**src/rtl/mem_port_arbiter.sv**
```systemverilog
// Shares one single-ported memory among dmem, imem and host requesters.
// One transaction in flight; fixed priority with host anti-starvation promotion.
module mem_port_arbiter #(
  parameter int ADDR_W        = 32,
  parameter int DATA_W        = 32,
  parameter int HOST_MAX_WAIT = 8
) (
  input  logic                                 clk,
  input  logic                                 rst,

  input  logic                                 imem_req_valid,
  output logic                                 imem_req_ready,
  input  logic [ADDR_W-1:0]                    imem_req_addr,
  input  logic                                 imem_req_wen,
  input  logic [DATA_W/8-1:0]                  imem_req_wstrb,
  input  logic [DATA_W-1:0]                    imem_req_wdata,
  output logic                                 imem_resp_valid,
  output logic [DATA_W-1:0]                    imem_resp_rdata,

  input  logic                                 dmem_req_valid,
  output logic                                 dmem_req_ready,
  input  logic [ADDR_W-1:0]                    dmem_req_addr,
  input  logic                                 dmem_req_wen,
  input  logic [DATA_W/8-1:0]                  dmem_req_wstrb,
  input  logic [DATA_W-1:0]                    dmem_req_wdata,
  output logic                                 dmem_resp_valid,
  output logic [DATA_W-1:0]                    dmem_resp_rdata,

  input  logic                                 host_req_valid,
  output logic                                 host_req_ready,
  input  logic [ADDR_W-1:0]                    host_req_addr,
  input  logic                                 host_req_wen,
  input  logic [DATA_W/8-1:0]                  host_req_wstrb,
  input  logic [DATA_W-1:0]                    host_req_wdata,
  output logic                                 host_resp_valid,
  output logic [DATA_W-1:0]                    host_resp_rdata,

  output logic                                 mem_req_valid,
  input  logic                                 mem_req_ready,
  output logic [ADDR_W-1:0]                    mem_req_addr,
  output logic                                 mem_req_wen,
  output logic [DATA_W/8-1:0]                  mem_req_wstrb,
  output logic [DATA_W-1:0]                    mem_req_wdata,
  input  logic                                 mem_resp_valid,
  input  logic [DATA_W-1:0]                    mem_resp_rdata,

  output logic                                 busy,
  output logic                                 spurious_resp,

  output logic                                 dbg_state,
  output logic [1:0]                           dbg_owner,
  output logic [$clog2(HOST_MAX_WAIT+1)-1:0]   dbg_host_wait
);

  localparam int WAIT_W = $clog2(HOST_MAX_WAIT + 1);
  localparam logic [WAIT_W-1:0] WAIT_MAX = WAIT_W'(HOST_MAX_WAIT);

  typedef enum logic {IDLE = 1'b0, BUSY = 1'b1} state_t;
  typedef enum logic [1:0] {OWN_NONE, OWN_IMEM, OWN_DMEM, OWN_HOST} owner_t;

  state_t            state;
  owner_t            owner;
  owner_t            win;
  logic [WAIT_W-1:0] host_wait;
  logic              host_promoted;
  logic              handshake;
  logic              host_grant;
  logic              resp_fire;

  assign host_promoted = (host_wait == WAIT_MAX);

  // Winner selection: a starved host jumps the queue, otherwise dmem > imem > host.
  always_comb begin
    win = OWN_NONE;
    if (host_req_valid && host_promoted) win = OWN_HOST;
    else if (dmem_req_valid)             win = OWN_DMEM;
    else if (imem_req_valid)             win = OWN_IMEM;
    else if (host_req_valid)             win = OWN_HOST;
  end

  always_comb begin
    mem_req_addr  = '0;
    mem_req_wen   = 1'b0;
    mem_req_wstrb = '0;
    mem_req_wdata = '0;
    case (win)
      OWN_IMEM: begin
        mem_req_addr  = imem_req_addr;
        mem_req_wen   = imem_req_wen;
        mem_req_wstrb = imem_req_wstrb;
        mem_req_wdata = imem_req_wdata;
      end
      OWN_DMEM: begin
        mem_req_addr  = dmem_req_addr;
        mem_req_wen   = dmem_req_wen;
        mem_req_wstrb = dmem_req_wstrb;
        mem_req_wdata = dmem_req_wdata;
      end
      OWN_HOST: begin
        mem_req_addr  = host_req_addr;
        mem_req_wen   = host_req_wen;
        mem_req_wstrb = host_req_wstrb;
        mem_req_wdata = host_req_wdata;
      end
      default: ;
    endcase
  end

  // Handshakes: a transfer happens on a cycle where valid & ready are both 1;
  // a requester holds valid and fields stable until it sees its ready.
  assign mem_req_valid  = !rst && (state == IDLE) && (win != OWN_NONE);
  assign handshake      = mem_req_valid && mem_req_ready;
  assign host_grant     = handshake && (win == OWN_HOST);

  assign imem_req_ready = handshake && (win == OWN_IMEM);
  assign dmem_req_ready = handshake && (win == OWN_DMEM);
  assign host_req_ready = handshake && (win == OWN_HOST);

  assign resp_fire       = !rst && (state == BUSY) && mem_resp_valid;
  assign imem_resp_valid = resp_fire && (owner == OWN_IMEM);
  assign dmem_resp_valid = resp_fire && (owner == OWN_DMEM);
  assign host_resp_valid = resp_fire && (owner == OWN_HOST);
  assign imem_resp_rdata = imem_resp_valid ? mem_resp_rdata : '0;
  assign dmem_resp_rdata = dmem_resp_valid ? mem_resp_rdata : '0;
  assign host_resp_rdata = host_resp_valid ? mem_resp_rdata : '0;

  assign busy          = !rst && (state == BUSY);
  assign dbg_state     = state;
  assign dbg_owner     = owner;
  assign dbg_host_wait = host_wait;

  always_ff @(posedge clk) begin
    if (rst) begin
      state         <= IDLE;
      owner         <= OWN_NONE;
      host_wait     <= '0;
      spurious_resp <= 1'b0;
    end else begin
      if (state == IDLE) begin
        if (handshake) begin
          state <= BUSY;
          owner <= win;
        end
        if (mem_resp_valid) spurious_resp <= 1'b1;
      end else if (mem_resp_valid) begin
        state <= IDLE;
        owner <= OWN_NONE;
      end
      // Host wait counts every cycle host is left waiting, including BUSY cycles.
      if (!host_req_valid || host_grant) host_wait <= '0;
      else if (host_wait != WAIT_MAX)    host_wait <= host_wait + 1'b1;
    end
  end

endmodule

```
**config.mk**
```make
export PLATFORM = sky130hd
export DESIGN_NAME = mem_port_arbiter
export DESIGN_NICKNAME = d
export VERILOG_FILES = /design/src/rtl/mem_port_arbiter.sv
export SDC_FILE = /design/constraint.sdc
export NUM_CORES = 1
export LEC_CHECK = 0
export ABC_CLOCK_PERIOD_IN_PS = 2610
export CAP_MARGIN = 5
export CORE_AREA = 3 3 167 169
export DETAILED_ROUTE_END_ITERATION = 12
export DIE_AREA = 0 0 170 172
export PLACE_DENSITY = 0.46
export SLEW_MARGIN = 20
export SYNTH_ARGS = -nofsm -noshare
export SYNTH_HDL_FRONTEND = slang
export SYNTH_SLANG_ARGS = --single-unit
```
**constraint.sdc**
```tcl
create_clock -name clk -period 2.61 [get_ports clk]
set_input_delay 0.783 -clock clk [delete_from_list [all_inputs] [get_ports clk]]
set_output_delay 0.783 -clock clk [all_outputs]
set_load 0.05 [all_outputs]
```
==> metrics.yaml, run 1 <==
design_area_mm2: 0.0115
finalCritPeriodShare_pct: 107
r2r_slack_ns: 1.20
fp.dieW_um: 170
skew_ns: 0.00217
whs_ns: 0.475
critPathCaptureType: "primary output"
synth_seq_cells: 8
place_congestion: 0.758
htreeDepth: 1
clk_pin_slew_ns: 0.04
fillCellCount: 2495
slew_viol_final: 0
ys_seq_area_share_pct: 6.61
powerDensity_mw_per_mm2: 186
row_count: 60
die_area_mm2: 0.0292
avgSynthCellArea_um2: 7.30
setup_slack_ns: -0.176
min_period_ns: 2.79
synth_nets: 580
ant_nets: 0
relSlewSlack_pct: 61.8
yosys.area.top_type: "and2_1"
multi_input_area_mm2: 0.00372
cts_buffer_depth: 2
grt_setup_unrepaired: "true"
wire_per_inst_um: 19.3
dr_total_vias: 4705
setup_violations: 162
drc_errors: 0
grt_pass1_wl_um: 31300
crit_arrival_ns: 2.00
grt_antenna_before_repair: 2
ys_warn_count: 0
synth.distinct_cells: 34
r2r.worst_path.cells: 7
routed_wl_um: 22400
syn_area_mm2: 0.00242
crit_type: "in -> out"
start_util_pct: 9.06
finalHoldViolCount: 0
syn-instance-count: 332
insertion_delay_ns: 0.23
ios: 427
synth-edff-count: 0
synthArstFlopShare_pct: 0
tns_ns: -18.59
critPathCapture: "mem_req_wdata[4]"
drive_gt1_share_pct: 57.7
areaGrowthSynthToFinish_pct: 373
cts_sinks: 8
drt_iter0_markers: 66
regArea_um2: 165
r2r_end: "dbg_host_wait[3]$_SDFFE_PP0P_"
numCtsBuffers: 3
failed_checks: "setup timing"
crit_required_ns: 1.83
status: "finished with violations"
p_leak_uw: 0.00438
r2r-start: "dbg_host_wait[1]$_SDFFE_PP0P_"
grt_max_degree: 27
nets: 1073
crit_path_max_fanout: 11
worst_pin_slew_ns: 0.571
cap_viol_max_count: 0
cts_hold_buf: 0
holdCritPathClass: "reg -> reg"
viasPerCell: 4.04
clock-root-buffer: "clkbuf_16"
dr.pass1.iters: 4
overflow: 0
core_region_area_mm2: 0.0267
yosysTopAreaCellShare_pct: 25.1
grt_use_total_pct: 14.0
chipHeight_um: 172
power_uw: 2140
grt_pass1_vias: 4975
cp-start-kind: "input port"
irDropWorstVdd_mv: 0.115
place_area_mm2: 0.0104
place_worst_setup_slack_ns: -0.656
port_buffers: 426
dpl.hpwl_um: 19000
max_freq_mhz: 359
crit_start: "dmem_req_valid"
synth_flop_cell: "dfxtp_1"
synth_area_leaders: "and2_1, o2bb2ai_1, a22oi_1"
tritoncts: "yes"
==> worst max-delay path: stages <==
cell and delay (ns):
buf_6 0.09, or2_4 0.25, a21oi_4 0.20, buf_12 0.18, buf_12 0.19, o2bb2ai_4 0.13
buf_6 0.17
==> per-layer routing <==
layer	global-route usage, %	share of wire [%]
met1	15.4	37
met2	27.4	54
met3	3.52	8.1
met4	2.01	0.87
met5	0	0.058
==> metrics by stage <==
stage	cells	utilization, %
detailed placement	1135	39.0
finish	1165	42.9
floorplan	332	-
CTS	1165	42.9
global placement	1135	39.0
global route	1164	42.9
==> final cells by class <==
| class | count | area share, % |
|---|---|---|
| multi-input combinational | 279 | 32.4 |
| clock buffer | 3 | 0.655 |
| sequential | 8 | 1.44 |
| timing repair buffer | 528 | 61.6 |
| tap | 341 | 3.72 |
| inverter | 5 | 0.164 |
| antenna | 1 | 0.0218 |
==> flip-flops by register name, summed over array words and instances, names as in the netlist <==
name / count
dbg_owner: 2
dbg_state: 1
spurious_resp: 1
dbg_host_wait: 4
==> synth_stat cells (all sizes together) (2+ instances only) <==
| cell | count |
|---|---|
| a21oi | 4 |
| nor2 | 3 |
| nor3 | 6 |
| nor4b | 2 |
| ha | 2 |
| inv | 5 |
| and2 | 97 |
| buf | 10 |
| nand2 | 3 |
| a22oi | 69 |
| o2bb2ai | 69 |
| nand3 | 3 |
| nand2b | 3 |
| clkbuf | 30 |
| xor2 | 2 |
| dfxtp | 8 |
| and3 | 2 |
==> layout by cell type, fill, tap and decap left out, types with 2 or more instances in the layout <==
cell type        instances
o2bb2ai_4               69
buf_6                   34
nand2b_1                 3
nor3_1                   5
a22oi_1                 62
a21oi_4                  2
xor2_1                   2
nor4b_4                  2
clkdlybuf4s50_1        245
nor2_1                   2
clkbuf_16                3
buf_12                 158
buf_4                   47
buf_16                   5
and2_4                  95
dfxtp_2                  4
dfxtp_1                  4
ha_1                     2
dlygate4sd2_1            2
a22oi_2                  7
a21oi_1                  2
buf_8                   37
inv_1                    4
nand3_1                  3
==> worst min path at each step <==
stage / startpoint / endpoint / slack (ns) / cells after the start
final: spurious_resp$_SDFFE_PP0P_ / spurious_resp$_SDFFE_PP0P_ / 0.47 / 2
after global routing: spurious_resp$_SDFFE_PP0P_ / spurious_resp$_SDFFE_PP0P_ / 0.51 / 2
after CTS: spurious_resp$_SDFFE_PP0P_ / spurious_resp$_SDFFE_PP0P_ / 0.48 / 2
after detailed placement: spurious_resp$_SDFFE_PP0P_ / spurious_resp$_SDFFE_PP0P_ / 0.47 / 2
after global placement: spurious_resp$_SDFFE_PP0P_ / spurious_resp$_SDFFE_PP0P_ / 0.47 / 2
after floorplan: dbg_host_wait[1]$_SDFFE_PP0P_ / dbg_host_wait[1]$_SDFFE_PP0P_ / 0.64 / 2
==> kinds of logic after synthesis <==
group / count (synthesis) / synth area share, %
buffers and inverters: 45 / 7.59
xor gates and xnor gates: 3 / 1.08
AOI/OAI and AO/OA: 148 / 49.3
DFF: 8 / 6.61
adders and majority gates: 2 / 1.03
muxes: 1 / 0.413
and+or+nand+nor: 125 / 33.9
==> power by group <==
part / internal [uW] / leakage, uW / total [uW] / switching [uW]
logic: 910 / 0.00427 / 1740 / 825
clock network: 198 / 0.0000370 / 258 / 60.6
registers: 130 / 0.0000672 / 142 / 11.5
total: 1240 / 0.00438 / 2140 / 897
==> repair_timing <==
action                                 4_1_cts  5_1_grt
pin swaps                                   22        5
cloned                                       9        0
buffers inserted                            20        6
resized for setup                          205       28
endpoints found under the hold margin        0        0
setup endpoints to repair                  173      161
(Power assumes the default switching activity.)
==> inputs of run 2 (changes only) <==
Settings changed: RECOVER_POWER set to 100.
==> run 2 against run 1 <==
Net effect:
- the flow still finishes with violations (setup timing)
- die area unchanged
- sequential power about the same
- clock-buffer cell count unchanged
- hold slack got worse by 0.0069 ns
- critical path depth unchanged
- via count decreased by 0.30%
- fmax unchanged
- register-to-register slack got worse by 0.16 ns
- clock power about the same
- wire length about the same
- worst setup slack about the same
- flip-flop and latch count unchanged
- critical path type unchanged
- largest cell class unchanged
==> metrics.yaml, run 2 (synthesis gave the netlist of run 1 again) <==
largest_register_ffs: 4  # unchanged
tritoncts: "yes"
design_area_mm2: 0.0114  # -0.47%
final_common_cell: "clkdlybuf4s50_1"
crit_path_max_fanout: 11  # unchanged
slowest_stage: "or2_4"
holdCritPathClass: "reg -> reg"
die_area_mm2: 0.0292  # unchanged
finalCritPeriodShare_pct: 107  # about the same
cap_viol_max_count: 0  # unchanged
place_worst_setup_slack_ns: -0.656  # unchanged
dr_total_vias: 4691  # -0.30%
powerDensity_mw_per_mm2: 186  # about the same
grt_use_total_pct: 14.0  # unchanged
chipHeight_um: 172  # unchanged
grt_max_degree: 27  # unchanged
final_cell_mix: "clkdlybuf4s50_1, buf_12, and2_4, o2bb2ai_4, a22oi_1"
grt_pass1_vias: 4975  # unchanged
cp-start-kind: "input port"
relSlewSlack_pct: 53.9  # -7.9 points
ant_nets: 0  # unchanged
cts_sinks: 8  # unchanged
min_period_ns: 2.79  # +0.00000400 ns
insertion_delay_ns: 0.23  # about the same
port_buffers: 426  # unchanged
fp.dieW_um: 170  # unchanged
max_freq_mhz: 359  # unchanged
critPathCaptureType: "primary output"
crit_chain: "buf_6 > or2_4 > a21oi_4 > buf_12 > buf_12 > o2bb2ai_4 > buf_6"
slew_viol_final: 0  # unchanged
routed_wl_um: 22400  # about the same
grt_antenna_before_repair: 2  # unchanged
dr.pass1.iters: 4  # unchanged
nets: 1073  # unchanged
p_leak_uw: 0.00436  # -0.38%
numCtsBuffers: 3  # unchanged
failed_checks: "setup timing"
viasPerCell: 4.03  # -0.30%
final_util_pct: 42.7  # -0.20 points
cpPeakStageDelay_ns: 0.25  # about the same
wire_per_inst_um: 19.3  # about the same
core_region_area_mm2: 0.0267  # unchanged
place_area_mm2: 0.0104  # unchanged
grt_setup_unrepaired: "true"
setup_slack_ns: -0.176  # -0.00000400 ns
dpl.hpwl_um: 19000  # unchanged
setup_violations: 165  # +1.9%
crit_required_ns: 1.83  # about the same
crit_type: "in -> out"
finalHoldViolCount: 0  # unchanged
grt_pass1_wl_um: 31300  # unchanged
skew_ns: 0.00243  # +0.000263 ns
worst_pin_slew_ns: 0.694  # +0.123 ns
irDropWorstVdd_mv: 0.114  # -0.87%
ios: 427  # unchanged
clk_pin_slew_ns: 0.04  # about the same
start_util_pct: 9.06  # unchanged
htreeDepth: 1  # unchanged
drc_errors: 0  # unchanged
clock-root-buffer: "clkbuf_16"
drt_iter0_markers: 64  # -3.0%
cts_buffer_depth: 2  # unchanged
cts_hold_buf: 0  # unchanged
areaGrowthSynthToFinish_pct: 371
drive_gt1_share_pct: 56.7  # -0.97 points
overflow: 0  # unchanged
row_count: 60  # unchanged
place_congestion: 0.758  # unchanged
crit_arrival_ns: 2.00  # about the same
status: "finished with violations"
==> run 2: changes by cell type in the layout (fill, tap and decap cells not counted) <==
cell             delta
nor3b_4             -1
nor3_1              +1
clkbuf_2            +1
buf_4               -7
clkbuf_1            +6
clkdlybuf4s50_1     -6
clkbuf_4            +1
buf_12              -1
nor3b_1             +1
dlygate4sd3_1       +6
nor3_2              -1
==> run 2: worst paths after layout <==
| kind | from | to | slack (ns) | cells after the start |
|---|---|---|---|---|
| setup / recovery | dmem_req_valid | mem_req_wdata[4] | -0.18 | 7 |
| hold / removal | spurious_resp$_SDFFE_PP0P_ | spurious_resp$_SDFFE_PP0P_ | 0.47 | 2 |
| setup reg to reg | dbg_state$_SDFF_PP0_ | dbg_host_wait[1]$_SDFFE_PP0P_ | 1.04 | 5 |
| hold reg to reg | spurious_resp$_SDFFE_PP0P_ | spurious_resp$_SDFFE_PP0P_ | 0.47 | 2 |
==> run 2: layout make-up <==
type	count	area [um^2]
antenna	1	2.50
clock buffer	3	75.1
fill	2502	15300
inverter	5	18.8
multi-input combinational	279	3700
sequential	8	165
tap	341	427
timing repair buffer	528	7020
==> run 2: where the power goes <==
| group | total, uW | internal (uW) | switching, uW |
|---|---|---|---|
| Sequential | 141 | 130 | 10.7 |
| Clock | 258 | 198 | 60.5 |
| Combinational | 1720 | 901 | 824 |
==> run 2: routing by layer <==
layer  wire [um]  GRT usage [%]
met3        1860           3.52
met2       12100           27.4
met5          13              0
met1        8230           15.4
met4         195           2.01
==> run 2: critical path: cells and delay by family <==
kind | cells | cell delay, ns
buffers and inverters | 4 | 0.63
AO/OA/AOI/OAI | 2 | 0.33
AND/OR/NAND/NOR | 1 | 0.25
==> run 2: stage by stage <==
stage | power (uW) | hold WS, ns | TNS [ns] | std cells
floorplan | 876 | 0.645 | -2.95 | 332
global placement | 1740 | 0.469 | -87.60 | 1135
detailed placement | 1750 | 0.467 | -91.08 | 1135
CTS | 2140 | 0.477 | -21.32 | 1165
global route | 2210 | 0.507 | -26.01 | 1164
finish | 2120 | 0.468 | -18.78 | 1165
==> run 2: timing repair <==
item | in CTS | in global routing
setup buffers | 20 | 6
pin swaps | 22 | 5
cloned | 9 | 0
gates resized for setup | 205 | 28
endpoints found under the setup margin | 173 | 161
